**src/rtl/sbox_pkg.sv**
```systemverilog
// Shared constants for the word-serial AES S-box: composite-field basis changes,
// affine constant, FSM states and the byte-index width.
package sbox_pkg;

    localparam int IDX_W = 2;
    localparam logic [7:0] AFFINE_C = 8'h63;

    // Row j of a matrix multiplies input bit 7-j; bit i of the row feeds output bit i.
    typedef logic [0:7][7:0] gf_mat_t;

    localparam gf_mat_t A2X = {8'h98, 8'hF3, 8'hF2, 8'h48, 8'h09, 8'h81, 8'hA9, 8'hFF};
    localparam gf_mat_t X2A = {8'h64, 8'h78, 8'h6E, 8'h8C, 8'h68, 8'h29, 8'hDE, 8'h60};
    localparam gf_mat_t X2S = {8'h58, 8'h2D, 8'h9E, 8'h0B, 8'hDC, 8'h04, 8'h03, 8'h24};
    localparam gf_mat_t S2X = {8'h8C, 8'h79, 8'h05, 8'hEB, 8'h12, 8'h04, 8'h51, 8'h53};

    typedef enum logic [1:0] {IDLE, BUSY, DONE} state_t;

    function automatic logic [7:0] gf_mvm(input logic [7:0] v, input gf_mat_t m);
        logic [7:0] r;
        r = '0;
        for (int i = 0; i < 8; i++)
            for (int j = 0; j < 8; j++)
                r[i] = r[i] ^ (m[j][i] & v[7-j]);
        return r;
    endfunction

endpackage

```
**src/rtl/gf_inv_8.sv**
```systemverilog
// GF(2^8) inverter in the normal-basis tower GF(((2^2)^2)^2); 0 maps to 0.
module gf_inv_8 (
    input  logic [7:0] x,
    output logic [7:0] y
);

    function automatic logic [1:0] mul2(input logic [1:0] g, input logic [1:0] d);
        logic a, b, c;
        a = g[1] & d[1];
        b = (^g) & (^d);
        c = g[0] & d[0];
        return {a ^ b, c ^ b};
    endfunction

    function automatic logic [1:0] sq2(input logic [1:0] g);
        return {g[0], g[1]};
    endfunction

    function automatic logic [1:0] scl_w2(input logic [1:0] g);
        return {g[0], g[1] ^ g[0]};
    endfunction

    function automatic logic [1:0] scl_w(input logic [1:0] g);
        return {g[1] ^ g[0], g[1]};
    endfunction

    function automatic logic [3:0] mul4(input logic [3:0] g, input logic [3:0] d);
        logic [1:0] a, b, c;
        a = mul2(g[3:2], d[3:2]);
        b = mul2(g[3:2] ^ g[1:0], d[3:2] ^ d[1:0]);
        c = mul2(g[1:0], d[1:0]);
        return {a ^ scl_w2(b), c ^ scl_w2(b)};
    endfunction

    function automatic logic [3:0] sq_scl4(input logic [3:0] g);
        return {sq2(g[3:2] ^ g[1:0]), scl_w(sq2(g[1:0]))};
    endfunction

    function automatic logic [3:0] inv4(input logic [3:0] g);
        logic [1:0] a, b, c, d;
        a = g[3:2] ^ g[1:0];
        b = mul2(g[3:2], g[1:0]);
        c = scl_w2(sq2(a));
        d = sq2(c ^ b);
        return {mul2(d, g[1:0]), mul2(d, g[3:2])};
    endfunction

    logic [3:0] sum_h, prod_h, inv_h;

    always_comb begin
        sum_h  = x[7:4] ^ x[3:0];
        prod_h = mul4(x[7:4], x[3:0]);
        inv_h  = inv4(sq_scl4(sum_h) ^ prod_h);
        y      = {mul4(inv_h, x[3:0]), mul4(inv_h, x[7:4])};
    end

endmodule

```
**src/rtl/sbox_word_serial.sv**
```systemverilog
// 32-bit AES forward/inverse SubBytes, one byte per cycle through a single
// shared composite-field datapath with an optional register after the inverter.
module sbox_word_serial
    import sbox_pkg::*;
#(
    parameter int REG_INV = 1
) (
    input  logic        clk,
    input  logic        rst_n,
    input  logic        in_valid,
    output logic        in_ready,
    input  logic [31:0] in_word,
    input  logic        in_inv,
    output logic        out_valid,
    input  logic        out_ready,
    output logic [31:0] out_word
);

    state_t           state, state_n;
    logic [IDX_W-1:0] cnt, wr_idx;
    logic [31:0]      word_q;
    logic             inv_q;
    logic [23:0]      res_q;
    logic             accept, busy, issue, wr_en;
    logic [7:0]       byte_in, x_in, x_inv, x_out, wr_byte;

    assign accept = in_valid & in_ready;
    assign busy   = (state == BUSY);

    always_ff @(posedge clk) begin
        if (!rst_n) state <= IDLE;
        else        state <= state_n;
    end

    always_comb begin
        state_n   = state;
        in_ready  = 1'b0;
        out_valid = 1'b0;
        case (state)
            IDLE: begin
                in_ready = 1'b1;
                if (in_valid) state_n = BUSY;
            end
            BUSY: if (wr_en && wr_idx == '1) state_n = DONE;
            DONE: begin
                out_valid = 1'b1;
                if (out_ready) begin
                    in_ready = 1'b1;
                    state_n  = in_valid ? BUSY : IDLE;
                end
            end
            default: state_n = IDLE;
        endcase
    end

    always_ff @(posedge clk) begin
        if (!rst_n) begin
            cnt    <= '0;
            word_q <= '0;
            inv_q  <= 1'b0;
        end else if (accept) begin
            cnt    <= '0;
            word_q <= in_word;
            inv_q  <= in_inv;
        end else if (issue) begin
            cnt <= cnt + 1'b1;
        end
    end

    // Inverse mode folds the inverse affine into the input basis change.
    assign byte_in = word_q[{cnt, 3'b000} +: 8];
    assign x_in    = inv_q ? gf_mvm(byte_in ^ AFFINE_C, S2X) : gf_mvm(byte_in, A2X);

    gf_inv_8 u_gf_inv (
        .x (x_in),
        .y (x_inv)
    );

    generate
        if (REG_INV != 0) begin : g_reg
            logic             vld_pipe;
            logic [IDX_W-1:0] idx_pipe;
            logic [7:0]       inv_pipe;

            always_ff @(posedge clk) begin
                if (!rst_n) begin
                    vld_pipe <= 1'b0;
                    idx_pipe <= '0;
                    inv_pipe <= '0;
                end else begin
                    vld_pipe <= issue;
                    if (issue) begin
                        idx_pipe <= cnt;
                        inv_pipe <= x_inv;
                    end
                end
            end

            // Stop feeding once byte 3 sits in the register; that cycle only drains.
            assign issue  = busy && !(vld_pipe && idx_pipe == '1);
            assign wr_en  = busy && vld_pipe;
            assign wr_idx = idx_pipe;
            assign x_out  = inv_pipe;
        end else begin : g_comb
            assign issue  = busy;
            assign wr_en  = busy;
            assign wr_idx = cnt;
            assign x_out  = x_inv;
        end
    endgenerate

    assign wr_byte = inv_q ? gf_mvm(x_out, X2A) : (gf_mvm(x_out, X2S) ^ AFFINE_C);

    // Bytes 0..2 collect in res_q so out_word only changes when the word completes.
    always_ff @(posedge clk) begin
        if (!rst_n) begin
            res_q    <= '0;
            out_word <= '0;
        end else if (wr_en) begin
            for (int b = 0; b < 3; b++)
                if (wr_idx == b[IDX_W-1:0]) res_q[8*b +: 8] <= wr_byte;
            if (wr_idx == '1) out_word <= {wr_byte, res_q};
        end
    end

endmodule

```
**config.mk**
```make
export PLATFORM = sky130hd
export DESIGN_NAME = sbox_word_serial
export DESIGN_NICKNAME = d
export VERILOG_FILES = /design/src/rtl/sbox_pkg.sv /design/src/rtl/gf_inv_8.sv /design/src/rtl/sbox_word_serial.sv
export SDC_FILE = /design/constraint.sdc
export NUM_CORES = 1
export LEC_CHECK = 0
export CORE_ASPECT_RATIO = 0.6
export CORE_MARGIN = 5
export CORE_UTILIZATION = 45
export DETAILED_ROUTE_END_ITERATION = 8
export PLACE_DENSITY = 0.72
export RECOVER_POWER = 100
export SYNTH_ARGS = -nofsm -noshare
export SYNTH_HDL_FRONTEND = slang
export SYNTH_SLANG_ARGS = --single-unit
```
**constraint.sdc**
```tcl
create_clock -name clk -period 10.45 [get_ports clk]
set_input_delay 1.045 -clock clk [delete_from_list [all_inputs] [get_ports clk]]
set_output_delay 1.045 -clock clk [all_outputs]
set_load 0.02 [all_outputs]
```
==> run summary, run 1 <==
number of I/O port buffers - 70
First-pass DRT Iterations - 5
root buf cell - clkbuf_16
Mapped Cells - 764
Worst-Margin Slew - 3.071 ns
initial antenna violation count - 0
fin util - 53.33%
sequential area share after synthesis - 33.21%
Max Fclk - 120.7 MHz
total CTS buffers - 9
WP data required - 10.64 ns
Synth area leaders - dfxtp_1 33%, nand2_1 8.4%, a21oi_1 7.1%
post-route minimum period - 8.282 ns
full die area - 16470 um2
routed vias/inst - 5.377
hold slack - 0.4515 ns
crit end category - register
Initial Util - 45.88%
Core ar. - 13670 um2
CTS tree - yes
area leader, netlist - dfxtp_1
status - finished, violations left
CP arrival - 8.47 ns
Worst Hold Class - reg2reg
wirelength, routed - 14750 um
Worst setup SP type - register
grt total ovfl - 0
ys flop type - dfxtp_1
synthesized net count - 807
Worst-path clk slew - 0.07 ns
final setup margin - 2.168 ns
MaxCap Viol Count - 1
endpoints failing hold - 0
first-pass GRT wire length - 23780 um
Seq cells post-synth - 104
maximum clock insertion buffer count - 2
clock sink total - 104
CTS H-tree depth - 3
fin nets - 842
failing checks - capacitance limit, slew limit
Clock Latency Late Sink - 0.35 ns
Setup Buffers After CTS - 0
post-synth top area share - 33.21%
Crit Path Category - reg2reg
Chip Height - 101.4 um
CP max FO - 21
DR WL/cell - 14.81 um
Post-synth EDFFs - 0
# rows - 33
io pins - 71
TNS Setup - 0 ns
Syn Std Cell Area - 6270 um2
Synth-to-Final Area Change - 16.24%
final antenna-violating net count - 0
hpwl dp - 11030 um
number of global-route vias before repair - 4602
# DRC - 0
Fin Clk Skew - 0.01069 ns
Setup-failing EPs final - 0
Final Max Slew Viols - 96
placer congestion estimate - 0.9094
Post-synth top cells - 141 x nand2_1, 104 x dfxtp_1, 93 x nor2_1
Via Count - 5355
cts repair resizes - 0
synth warn - 0
Avg Cell Area, Syn - 8.206 um2
pre-CTS setup slack - 2.562 ns
layout cells sized above 1 - 7.214%
Die X - 162.4 um
Max transition margin - -105.9%
initial DRC count - 480
pin count of the biggest net entering global routing - 96
hold_buf cts - 0
GR Util All Layers - 17.83%
Tcrit/Tclk final - 79.26%
top-count cell post-synth - nand2_1
# diodes - 0
ys async rst share - 0%
synth unique cells - 73
RSZ-0062 raised after global routing - no
## registers in the layout, indices dropped and copies added, names as in the netlist
signal          cells
g_reg.inv_pipe      8
out_word           32
cnt                 2
state               2
word_q             32
inv_q               1
res_q              24
g_reg.vld_pipe      1
g_reg.idx_pipe      2
## layer usage
metal | share of wire (%) | wire [um] | track usage [%]
met1 | 51 | 7503 | 27.99
met2 | 41 | 6047 | 24.85
met3 | 7.3 | 1080 | 4.148
met4 | 0.79 | 116 | 3.314
met5 | 0 | 0 | 0
## final timing paths
path                                   from                end  slack (ns)  depth (start not counted)
worst max-delay path                 cnt[0]  g_reg.inv_pipe[5]        2.17                         21
worst min register to register  out_word[6]        out_word[6]        0.45                          2
worst max register to register       cnt[0]  g_reg.inv_pipe[5]        2.17                         21
worst min-delay path            out_word[6]        out_word[6]        0.45                          2
## per-stage QoR
step	instance area [um2]	std cells
after floorplan	6270	764
after global placement	7007	980
after detailed placement	7007	980
after CTS	7305	996
after global routing	7288	996
final	7288	996
## cell families after synthesis
kind of cell	synth area share [%]
simple gates	22.25
compound gates	16.32
flops	33.21
xor+xnor	15.01
buf+inv	4.331
mux	7.683
fa+ha+maj	1.197
## critical path, stage by stage, from the launching register on
cell	delay [ns]
dfxtp_1	1.07
mux4_2	0.77
xnor2_1	0.25
mux2_1	0.37
nor2_1	0.72
ha_1	0.41
xor2_1	0.26
xor2_1	0.12
or3_1	0.40
and3b_1	0.26
nor2_1	0.19
ha_1	0.32
xnor2_1	0.29
xor2_1	0.33
a21oi_1	0.07
a211o_1	0.31
nor3_1	0.21
nor2_1	0.18
xnor2_1	0.60
a211oi_1	0.18
or4_1	0.53
a311oi_1	0.27
## cell type report
type	instances	area (um2)
well taps	192	240.2
clock inverters	7	72.57
inverters	12	46.29
flip-flops and latches	104	2082
multi-input cells	600	3906
clock buffers	9	225.2
fillers	1277	6379
repair buffers	72	715.7
## placed cells by master, fill, tap and decap left out, types with 5 or more instances in the layout
cell / count
inv_1: 7
o31ai_1: 5
o211ai_1: 8
clkbuf_16: 9
ha_1: 6
nor2_1: 92
dlygate4sd3_1: 35
mux2i_1: 23
dfxtp_1: 104
xor2_1: 20
a211o_1: 5
a21oi_1: 89
nor4_1: 6
mux4_2: 9
xnor2_1: 42
and3_1: 6
clkdlybuf4s50_1: 35
nor3_1: 18
nand2_1: 141
nand3_1: 9
a211oi_1: 11
or3_1: 6
o21ai_0: 13
or4_1: 5
Power of run 1 is not shown: default switching activity piles up to over one toggle a cycle in this logic, so the estimate is an artifact.
==> run 2: changes to the inputs <==
PLACE_DENSITY = 0.75   (was 0.72)
clock period = 6.91 ns   (was 10.45 ns; I/O delays follow)
==> run summary, run 2 (synthesis results as in run 1) <==
full die area - 16470 um2 (unchanged)
most common cell after layout, fill and taps aside - nand2_1
MaxCap Viol Count - 2 (+1)
placer congestion estimate - 1.008 (+11%)
count of non-filler cells in the finished layout - 1029 (+3.3%)
endpoints failing hold - 0 (unchanged)
Worst setup SP type - register
# fillers - 1232 (-3.5%)
Worst Hold Class - reg2reg
hold_buf cts - 0 (unchanged)
Clock Latency Late Sink - 0.35 ns (about the same)
R2R depth - 23 (+9.5%)
crit end category - register
Tcrit/Tclk final - 95.58% (+16 points)
CP Launch Point - cnt[0]
grt total ovfl - 0 (unchanged)
Crit Reg-Reg Startpoint - cnt[0]
Crit Path Category - reg2reg
CTS tree - yes
# DRC - 0 (unchanged)
number of I/O port buffers - 70 (unchanged)
first-pass GRT wire length - 24680 um (+3.8%)
GR Util All Layers - 18.25% (+0.42 points)
Fin Clk Skew - 0.01250 ns (+0.001817 ns)
Die X - 162.4 um (unchanged)
Levels on crit path - 23 (+9.5%)
initial antenna violation count - 0 (unchanged)
# rows - 33 (unchanged)
# diodes - 0 (unchanged)
Worst-path clk slew - 0.07 ns (about the same)
biggest regs - out_word x32, word_q x32, res_q x24
TNS Setup - 0 ns (unchanged)
routed vias/inst - 5.309 (-1.3%)
Worst-Margin Slew - 1.892 ns (-1.179 ns)
Initial Util - 45.88% (unchanged)
CP arrival - 6.86 ns (-1.61 ns)
wirelength, routed - 14990 um (+1.6%)
Max transition margin - -26.60% (+79 points)
fin nets - 875 (+3.9%)
slowest stage delay, CP - 0.63 ns (-0.44 ns)
clock sink total - 104 (unchanged)
cell family with most CP delay - simple AND/OR/NAND/NOR gates
Chip Height - 101.4 um (unchanged)
Synth-to-Final Area Change - 21.73%
number of global-route vias before repair - 4816 (+4.7%)
final antenna-violating net count - 0 (unchanged)
failing checks - capacitance limit, slew limit
critical path cell sequence - buf_12, mux4_2, xnor3_1, mux2i_2, xor2_2, ha_1, xor2_2, xor2_1, or3_1, and3b_1, nor2_2, ha_2, xnor2_4, xnor2_2, nand3_1, a31oi_1, a211o_1, nor4_2, or3_4, or4_1, o211a_1, or4_1, a311oi_1
CP Capture Point - g_reg.inv_pipe[3]
Max Fclk - 151.4 MHz (+25%)
status - finished, violations left
CP max FO - 11 (-48%)
hpwl dp - 11080 um (+0.40%)
reg2reg setup slack - 0.31 ns (-1.86 ns)
crit path max-delay cell type - mux4_2
total CTS buffers - 9 (unchanged)
Via Count - 5463 (+2.0%)
pin count of the biggest net entering global routing - 96 (unchanged)
worst reg2reg path endpoint - g_reg.inv_pipe[3]
First-pass DRT Iterations - 5 (unchanged)
maximum clock insertion buffer count - 2 (unchanged)
Core ar. - 13670 um2 (unchanged)
Final Max Slew Viols - 65 (-32%)
layout cells sized above 1 - 12.66% (+5.5 points)
CTS H-tree depth - 3 (unchanged)
post-route minimum period - 6.604 ns (-1.678 ns)
root buf cell - clkbuf_16
DR WL/cell - 14.56 um (-1.6%)
io pins - 71 (unchanged)
placed insts - 1006 (+2.7%)
commonest non-fill, non-tap cells in the layout - 141 x nand2_1, 102 x dfxtp_1, 92 x nor2_1
initial DRC count - 456 (-5.0%)
Setup-failing EPs final - 0 (unchanged)
CP bufs+invs - 1 (+1)
WP data required - 7.16 ns (-3.48 ns)
run 2: changes by cell type in the layout (fill, tap and decap cells not counted), sizes merged:
cell | previous run | this run
clkdlybuf4s50 | 35 | 34
inv | 12 | 13
clkinv | 3 | 5
clkbuf | 9 | 10
buf | 2 | 34
dlygate4sd3 | 35 | 36
clkinvlp | 4 | 1
run 2: worst min path at each step:
stage	startpoint	to	slack, ns	cells after the start
after floorplan	res_q[13]	out_word[13]	0.43	2
after global placement	out_word[9]	out_word[9]	0.44	2
after detailed placement	out_word[6]	out_word[6]	0.45	2
after CTS	res_q[8]	out_word[8]	0.45	2
after global routing	res_q[8]	out_word[8]	0.48	2
final	out_word[1]	out_word[1]	0.45	2
run 2: repair_timing:
action / 4_1_cts / 5_1_grt
endpoints found under the setup margin: 1 / 7
pin swaps: 0 / 6
setup buffers: 0 / 7
resized for setup: 1 / 16
gates cloned: 0 / 0
run 2: tightest hold or removal path, stage by stage (launching register included):
cell	delay, ns
dfxtp_1	0.31
nand2_1	0.05
a21oi_1	0.05
run 2: area by class of cell:
cell class,instances,area [um2],share of cell area (%)
sequential,104,2087,27.34
inverter,12,47.55,0.6230
multi-input combinational,600,4000,52.41
timing repair buffer,105,972.2,12.74
clock buffer,9,225.2,2.951
tap,192,240.2,3.148
clock inverter,7,60.06,0.7869
run 2: routing by layer:
layer	track usage [%]	up-vias	routed length, um
met4	2.339	0	77
met3	4.148	12	1048
li1	-	2798	-
met2	26.10	156	6158
met5	0	-	0
met1	28.58	2497	7703
run 2: per-stage QoR:
| stage | worst slack (ns) | cell area, um2 | hold WS, ns | utilization [%] |
|---|---|---|---|---|
| floorplan | 0.4029 | 6270 | 0.4316 | - |
| global placement | 0.1468 | 7214 | 0.4434 | 52.79 |
| detailed placement | -0.005008 | 7214 | 0.4462 | 52.79 |
| CTS | 0.06756 | 7501 | 0.4549 | 54.88 |
| global route | -0.02138 | 7632 | 0.4755 | 55.85 |
| finish | 0.3057 | 7632 | 0.4523 | 55.85 |
Power of run 2 is left out for the same reason.
